===== src/rtl/cmp_mon_pkg.sv =====
// Shared definitions for the comparator alarm monitor: FSM state codes,
// default debounce thresholds and the run/clear counter width.
package cmp_mon_pkg;

    typedef enum logic [2:0] {
        NORMAL   = 3'd0,
        HI_PEND  = 3'd1,
        HI_ALARM = 3'd2,
        LO_PEND  = 3'd3,
        LO_ALARM = 3'd4
    } mon_state_e;

    localparam int unsigned DEF_TRIP_COUNT  = 3;
    localparam int unsigned DEF_CLEAR_COUNT = 2;

    // Wide enough for any threshold in 1..255.
    localparam int unsigned CNT_W = $clog2(256);

endpackage


===== src/rtl/cmp_mon_sat_cnt.sv =====
// Generic saturating up-counter.
// Ports:
//   clk, rst  clock and asynchronous active-high reset
//   clr       restart the count; with inc also set, the count restarts at 1
//   inc       add one, holding at all-ones
//   cnt       current count
module cmp_mon_sat_cnt #(
    parameter int unsigned W = 8
) (
    input  logic         clk,
    input  logic         rst,
    input  logic         clr,
    input  logic         inc,
    output logic [W-1:0] cnt
);

    always_ff @(posedge clk or posedge rst) begin
        if (rst) begin
            cnt <= '0;
        end else if (clr) begin
            cnt <= W'(inc);
        end else if (inc && (cnt != '1)) begin
            cnt <= cnt + W'(1);
        end
    end

endmodule


===== src/rtl/cmp_alarm_monitor.sv =====
// Debounced high/low alarm monitor for a comparator's eq/gt/lt outputs.
// A run of TRIP_COUNT consecutive gt (lt) samples raises the high (low)
// alarm; CLEAR_COUNT consecutive samples in any other direction drop it.
// Non-one-hot samples are discarded and counted.
// Ports:
//   clk, rst         clock, asynchronous active-high reset
//   in_valid         eq/gt/lt are sampled this cycle
//   eq, gt, lt       comparator result
//   clr_sticky       clears latched alarms (sticky build only)
//   hi_alarm/lo_alarm, hi_trip/lo_trip   alarm levels and raise pulses
//   err_onehot, err_cnt                  illegal-sample pulse and count
//   state            FSM state code for debug
// Build option: define CMP_MON_STICKY_EN to latch alarms until clr_sticky.
module cmp_alarm_monitor
    import cmp_mon_pkg::*;
#(
    parameter int unsigned TRIP_COUNT  = DEF_TRIP_COUNT,
    parameter int unsigned CLEAR_COUNT = DEF_CLEAR_COUNT,
    parameter int unsigned ERR_W       = 8
) (
    input  logic             clk,
    input  logic             rst,
    input  logic             in_valid,
    input  logic             eq,
    input  logic             gt,
    input  logic             lt,
    input  logic             clr_sticky,
    output logic             hi_alarm,
    output logic             lo_alarm,
    output logic             hi_trip,
    output logic             lo_trip,
    output logic             err_onehot,
    output logic [ERR_W-1:0] err_cnt,
    output logic [2:0]       state
);

    localparam bit TRIP_ONE = (TRIP_COUNT == 1);

    mon_state_e       state_q, state_d;
    logic [CNT_W-1:0] run_cnt, clr_cnt;
    logic             run_clr, run_inc, cl_clr, cl_inc;
    logic             legal, acc, run_hit, clr_hit;
    logic             hi_set, lo_set;

    assign legal   = ({eq, gt, lt} == 3'b100) || ({eq, gt, lt} == 3'b010) ||
                     ({eq, gt, lt} == 3'b001);
    assign acc     = in_valid && legal;
    // Thresholds are compared against the count this sample would produce.
    assign run_hit = ((9'(run_cnt) + 9'd1) == 9'(TRIP_COUNT));
    assign clr_hit = ((9'(clr_cnt) + 9'd1) == 9'(CLEAR_COUNT));

    // State register.
    always_ff @(posedge clk or posedge rst) begin
        if (rst) state_q <= NORMAL;
        else     state_q <= state_d;
    end

    // Next-state and counter control.
    always_comb begin
        state_d = state_q;
        run_clr = 1'b0;
        run_inc = 1'b0;
        cl_clr  = 1'b0;
        cl_inc  = 1'b0;
        case (state_q)
            NORMAL: begin
                if (acc && gt) begin
                    run_clr = 1'b1;
                    run_inc = 1'b1;
                    state_d = TRIP_ONE ? HI_ALARM : HI_PEND;
                end else if (acc && lt) begin
                    run_clr = 1'b1;
                    run_inc = 1'b1;
                    state_d = TRIP_ONE ? LO_ALARM : LO_PEND;
                end
            end
            HI_PEND, LO_PEND: begin
                if (acc) begin
                    if (eq) begin
                        run_clr = 1'b1;
                        state_d = NORMAL;
                    end else if ((state_q == HI_PEND) == gt) begin
                        run_inc = 1'b1;
                        if (run_hit) state_d = gt ? HI_ALARM : LO_ALARM;
                    end else begin
                        // Direction reversal starts a fresh run on the other side.
                        run_clr = 1'b1;
                        run_inc = 1'b1;
                        if (gt) state_d = TRIP_ONE ? HI_ALARM : HI_PEND;
                        else    state_d = TRIP_ONE ? LO_ALARM : LO_PEND;
                    end
                end
            end
            HI_ALARM, LO_ALARM: begin
                if (acc) begin
                    if ((state_q == HI_ALARM) ? gt : lt) begin
                        cl_clr = 1'b1;
                    end else if (clr_hit) begin
                        // Exit always lands in NORMAL, never in the opposite pending state.
                        cl_clr  = 1'b1;
                        run_clr = 1'b1;
                        state_d = NORMAL;
                    end else begin
                        cl_inc = 1'b1;
                    end
                end
            end
            default: begin
                run_clr = 1'b1;
                cl_clr  = 1'b1;
                state_d = NORMAL;
            end
        endcase
    end

    cmp_mon_sat_cnt #(.W(CNT_W)) u_run (
        .clk(clk), .rst(rst), .clr(run_clr), .inc(run_inc), .cnt(run_cnt)
    );

    cmp_mon_sat_cnt #(.W(CNT_W)) u_clr (
        .clk(clk), .rst(rst), .clr(cl_clr), .inc(cl_inc), .cnt(clr_cnt)
    );

    cmp_mon_sat_cnt #(.W(ERR_W)) u_err (
        .clk(clk), .rst(rst), .clr(1'b0), .inc(in_valid && !legal), .cnt(err_cnt)
    );

    assign hi_set = (state_d == HI_ALARM) && (state_q != HI_ALARM);
    assign lo_set = (state_d == LO_ALARM) && (state_q != LO_ALARM);
    assign state  = state_q;

    // Registered pulses and alarm levels.
    always_ff @(posedge clk or posedge rst) begin
        if (rst) begin
            hi_trip    <= 1'b0;
            lo_trip    <= 1'b0;
            err_onehot <= 1'b0;
            hi_alarm   <= 1'b0;
            lo_alarm   <= 1'b0;
        end else begin
            hi_trip    <= hi_set;
            lo_trip    <= lo_set;
            err_onehot <= in_valid && !legal;
`ifdef CMP_MON_STICKY_EN
            // A new trip takes priority over a coincident clear.
            if (hi_set)          hi_alarm <= 1'b1;
            else if (clr_sticky) hi_alarm <= 1'b0;
            if (lo_set)          lo_alarm <= 1'b1;
            else if (clr_sticky) lo_alarm <= 1'b0;
`else
            hi_alarm   <= (state_d == HI_ALARM);
            lo_alarm   <= (state_d == LO_ALARM);
`endif
        end
    end

`ifndef CMP_MON_STICKY_EN
    logic clr_sticky_unused;
    assign clr_sticky_unused = clr_sticky;
`endif

endmodule


===== config.mk =====
export PLATFORM = sky130hd
export DESIGN_NAME = cmp_alarm_monitor
export DESIGN_NICKNAME = d
export VERILOG_FILES = /design/src/rtl/cmp_mon_pkg.sv /design/src/rtl/cmp_mon_sat_cnt.sv /design/src/rtl/cmp_alarm_monitor.sv
export SDC_FILE = /design/constraint.sdc
export NUM_CORES = 1
export LEC_CHECK = 0
export CORE_MARGIN = 2
export CORE_UTILIZATION = 45
export CTS_CLUSTER_SIZE = 8
export DETAILED_ROUTE_END_ITERATION = 12
export GPL_ROUTABILITY_DRIVEN = 0
export PLACE_DENSITY = 0.7
export SLEW_MARGIN = 10
export SYNTH_ARGS = -nofsm -noshare
export SYNTH_HDL_FRONTEND = slang
export SYNTH_SLANG_ARGS = --single-unit

===== constraint.sdc =====
create_clock -name clk -period 6.4 [get_ports clk]
set_clock_uncertainty 0.05 [all_clocks]
set_input_delay 0.64 -clock clk [delete_from_list [all_inputs] [get_ports clk]]
set_output_delay 0.64 -clock clk [all_outputs]
set_load 0.01 [all_outputs]

==> tab_implementation.tex <==
\begin{tabular}{lr}
\hline
Metric & Value \\
\hline
\multicolumn{2}{l}{\textbf{Timing}} \\
Final worst setup slack & 3697 ps \\
Final critical delay including setup and external delays & 2703 ps \\
Total Neg Setup Slack & 0 ps \\
Fmax achieved & 369.9 MHz \\
Final setup vio count & 0 \\
Transition time of the tightest slew-check pin & 573.2 ps \\
Tcrit/Tclk final & 42.24\% \\
Number of hold violations in the final report & 0 \\
Setup repair after global routing missed its margin & false \\
Pins over their slew limit & 0 \\
Slew HR & 61.67\% \\
\multicolumn{2}{l}{\textbf{Finish}} \\
Area added between synthesis and finish & 15.55\% \\
Finished Cell Area & 2361 um\^{}2 \\
Fraction of layout cells with a size suffix above 1 & 10.98\% \\
Number of antenna cells inserted & 0 \\
Core Util, Final & 54.22\% \\
Nets & 258 \\
\multicolumn{2}{l}{\textbf{Critical path}} \\
Max stage delay cell, worst path & sky130\_fd\_sc\_hd\_\_clkdlybuf4s50\_1 \\
Peak per-stage delay on the critical path & 830 ps \\
Data arrival, critical path & 2880 ps \\
Worst-case register-to-register setup slack & 3830 ps \\
Setup crit end kind & register \\
Endpoint of the lowest-slack register-to-register path & state[1] \\
Launching point of the worst reg2reg path & u\_run.cnt[0] \\
Worst path top cell family by delay & buffers and inverters \\
Cell count of the worst reg-to-reg path & 7 \\
Buffer and inverter count on the worst path & 1 \\
Startpoint of the most critical setup path & gt \\
Startpoint class of the critical path & input port \\
Worst setup path category & input port to register \\
Maximum net fanout on the critical path & 16 \\
Required time at the endpoint of the critical path & 6580 ps \\
Critical Path, Cell by Cell & clkdlybuf4s50\_1, xor2\_2, o211ai\_2, nor4b\_2, a21bo\_2, a21oi\_2, a21o\_1 \\
\multicolumn{2}{l}{\textbf{Synth}} \\
Post-Syn Area per Cell & 9.041 um\^{}2 \\
Synthesized netlist net count & 238 \\
Synthesized flop and latch total & 32 \\
Sequential cell area fraction in the yosys report & 39.19\% \\
Async set-or-reset flop fraction in the synthesized netlist & 100.0\% \\
Number of enable flip-flop cells after synthesis & 0 \\
Synth Warn \# & 0 \\
Number of library cell types mapped by synthesis & 56 \\
Primary flip-flop cell chosen by synthesis mapping & sky130\_fd\_sc\_hd\_\_dfrtp\_1 \\
Number of cells produced by synthesis & 226 \\
Cell area after synthesis & 2043 um\^{}2 \\
\multicolumn{2}{l}{\textbf{Routing}} \\
Number of remaining DRC errors & 0 \\
DR iter-0 viols & 89 \\
Wire length per cell & 13.51 um \\
Number of nets still failing antenna checks after routing & 0 \\
Pre-antenna DRT Iters & 4 \\
Vias per inst & 5.701 \\
Vias after detailed routing & 1,699 \\
Sum of routed wire length over all layers & 4027 um \\
\multicolumn{2}{l}{\textbf{CTS}} \\
Number of resized instances in the post-cts repair step & 0 \\
Clock sinks & 32 \\
Clock network latency to the later pin of the worst-skew pair & 280 ps \\
Number of hold buffers added after cts & 0 \\
H-tree lvl count & 2 \\
Number of clock buffers inserted by TritonCTS & 5 \\
Post-CTS Repair Setup Buffers & 0 \\
Clock-pin slew reported for the worst setup and hold paths after clock tree synthesis & 70 ps \\
Clock root buffer & sky130\_fd\_sc\_hd\_\_clkbuf\_8 \\
Clock buffer depth & 2 \\
CTS tree & built \\
\multicolumn{2}{l}{\textbf{Floorplanning}} \\
Die width & 71.38 um \\
Die boundary height & 71.38 um \\
Initial cell density of the core & 46.93\% \\
Die Footprint & 5095 um\^{}2 \\
Ports placed on the boundary & 23 \\
Core Area & 4354 um\^{}2 \\
Number of standard-cell rows in the floorplan & 24 \\
\multicolumn{2}{l}{\textbf{Hold path}} \\
Endpoint of the worst hold path & u\_err.cnt[7] \\
Cells on Worst Hold Path & 1 \\
Hold WC Path Type & register to register \\
Startpoint of the most critical hold path & u\_err.cnt[7] \\
\multicolumn{2}{l}{\textbf{Job}} \\
Number of maximum-capacitance violations & 0 \\
\multicolumn{2}{l}{\textbf{Placement}} \\
IO Port Bufs & 21 \\
Post-placement cell area & 2283 um\^{}2 \\
HPWL after DPL & 2766 um \\
Post-place setup slack & 3393 ps \\
\multicolumn{2}{l}{\textbf{Pwr}} \\
Sum of internal, switching and leakage power & 0.0006383 W \\
Highest ir drop seen on vdd & 251.9 uV \\
Power per Cell Area & 270.4 nW/um\^{}2 \\
Reported leakage power & 0.9921 nW \\
\multicolumn{2}{l}{\textbf{GRT}} \\
Global-route wire length before repair & 7472 um \\
Antenna violations before repair & 0 \\
Number of global-route vias before repair & 1,534 \\
Overall fraction of global-route tracks in use & 18.33\% \\
Pin count of the biggest net entering global routing & 33 \\
Total gr overflow & 0 \\
\multicolumn{2}{l}{\textbf{Status}} \\
Outcome & finished clean \\
\hline
\end{tabular}
how the worst max path moves through the flow:
| stage | slack, ps | cells past startpoint | end |
|---|---|---|---|
| floorplan | 4240 | 7 | state[1] |
| detailed placement | 3390 | 7 | u_clr.cnt[2] |
| CTS | 3700 | 7 | u_clr.cnt[2] |
| finish | 3700 | 7 | u_clr.cnt[2] |
| global placement | 3420 | 7 | u_clr.cnt[2] |
| global route | 3500 | 7 | u_clr.cnt[2] |
cells in the mapped netlist, drive strengths merged, types with 2 or more instances:
cell type  number  area [um^2]
xor2            7        68.82
ha              5        62.56
a21oi           6        41.29
or3             5        31.28
o2111ai         2        17.52
nand3          12        60.06
nor3            3        15.01
o31ai           2        15.01
dfrtp          32        800.8
nor4b           2        23.77
nand2b          4        25.02
o21ai           9        48.80
and2            2        12.51
a21o            4        30.03
nor3b           2        20.02
clkbuf          2        7.510
nand2          25        93.84
and4            3        28.78
mux2            3        33.78
a22oi           2        15.01
or2             3        18.77
a211oi          7        57.55
nor4            2        18.77
a31oi           5        31.28
nor2           24        90.09
inv            10        37.54
nand4           5        31.28
and3            3        18.77
nand3b          3        22.52
buf             7        35.03
xnor2          10        87.58
through the flow:
| step | hold slack [ps] | instances |
|---|---|---|
| final | 453.2 | 298 |
| after global routing | 485.8 | 298 |
| after CTS | 454.0 | 298 |
| after detailed placement | 438.5 | 291 |
| after global placement | 440.4 | 291 |
| after floorplan | 437.1 | 226 |
area by class of cell:
| type | count | area, um^2 |
|---|---|---|
| sequential | 32 | 800.8 |
| clock buffer | 6 | 72.57 |
| fill | 412 | 1993 |
| multi-input combinational | 175 | 1162 |
| clock inverter | 1 | 5.005 |
| inverter | 10 | 37.54 |
| timing repair buffer | 22 | 217.7 |
| tap | 52 | 65.06 |
report_power, final:
part	internal, W	switching [W]	total (W)
Combinational	0.000105	0.0000949	0.000200
Clock	0.0000738	0.0000735	0.000147
Sequential	0.000239	0.0000521	0.000291
cells in the final DEF (no fill, tap or decap), types with 2 or more instances in the layout:
cell type / count
sky130_fd_sc_hd__a211oi_1: 6
sky130_fd_sc_hd__a21o_1: 4
sky130_fd_sc_hd__a21oi_1: 3
sky130_fd_sc_hd__a21oi_2: 3
sky130_fd_sc_hd__a22oi_1: 2
sky130_fd_sc_hd__a31oi_1: 5
sky130_fd_sc_hd__and2_1: 2
sky130_fd_sc_hd__and3_1: 3
sky130_fd_sc_hd__and4_1: 2
sky130_fd_sc_hd__clkbuf_8: 5
sky130_fd_sc_hd__clkdlybuf4s50_1: 21
sky130_fd_sc_hd__dfrtp_1: 32
sky130_fd_sc_hd__ha_1: 5
sky130_fd_sc_hd__inv_1: 10
sky130_fd_sc_hd__mux2_2: 3
sky130_fd_sc_hd__nand2_1: 25
sky130_fd_sc_hd__nand2b_1: 4
sky130_fd_sc_hd__nand3_1: 12
sky130_fd_sc_hd__nand3b_1: 3
sky130_fd_sc_hd__nand4_1: 5
sky130_fd_sc_hd__nor2_1: 24
sky130_fd_sc_hd__nor3_1: 3
sky130_fd_sc_hd__o2111ai_1: 2
sky130_fd_sc_hd__o21ai_0: 6
sky130_fd_sc_hd__o21ai_1: 2
sky130_fd_sc_hd__o31ai_1: 2
sky130_fd_sc_hd__or2_2: 2
sky130_fd_sc_hd__or3_1: 5
sky130_fd_sc_hd__xnor2_1: 10
sky130_fd_sc_hd__xor2_1: 6
worst reg2reg max path: cells and delay by family (launching register included):
family          cells  cell delay [ps]
simple gates        2              430
mux                 1              380
fa+ha+maj           1              330
buf+inv             1               80
flops               1              470
compound gates      2              690
registers in the layout (all words and copies together), names as in the netlist:
register and flops:
err_onehot 1, hi_alarm 1, hi_trip 1, lo_alarm 1, lo_trip 1, state 3, u_clr.cnt 8, u_err.cnt 8
u_run.cnt 8
logic make-up (layout without fill, tap and decap cells):
group | Yosys count | in the layout | synth area share, %
mux | 4 | 4 | 2.143
compound gates | 47 | 47 | 17.21
xor+xnor | 17 | 17 | 7.655
simple gates | 102 | 102 | 26.82
flops | 32 | 32 | 39.19
fa+ha+maj | 5 | 5 | 3.062
buf+inv | 19 | 39 | 3.919
per-layer routing:
layer	vias up	global-route usage (%)	share of wire [%]
met4	0	7.547	1.7
li1	852	-	-
met3	4	3.938	3.6
met5	-	0	0
met1	814	25.54	49
met2	29	27.78	45
No activity file was read; power rests on OpenSTA's default activity.
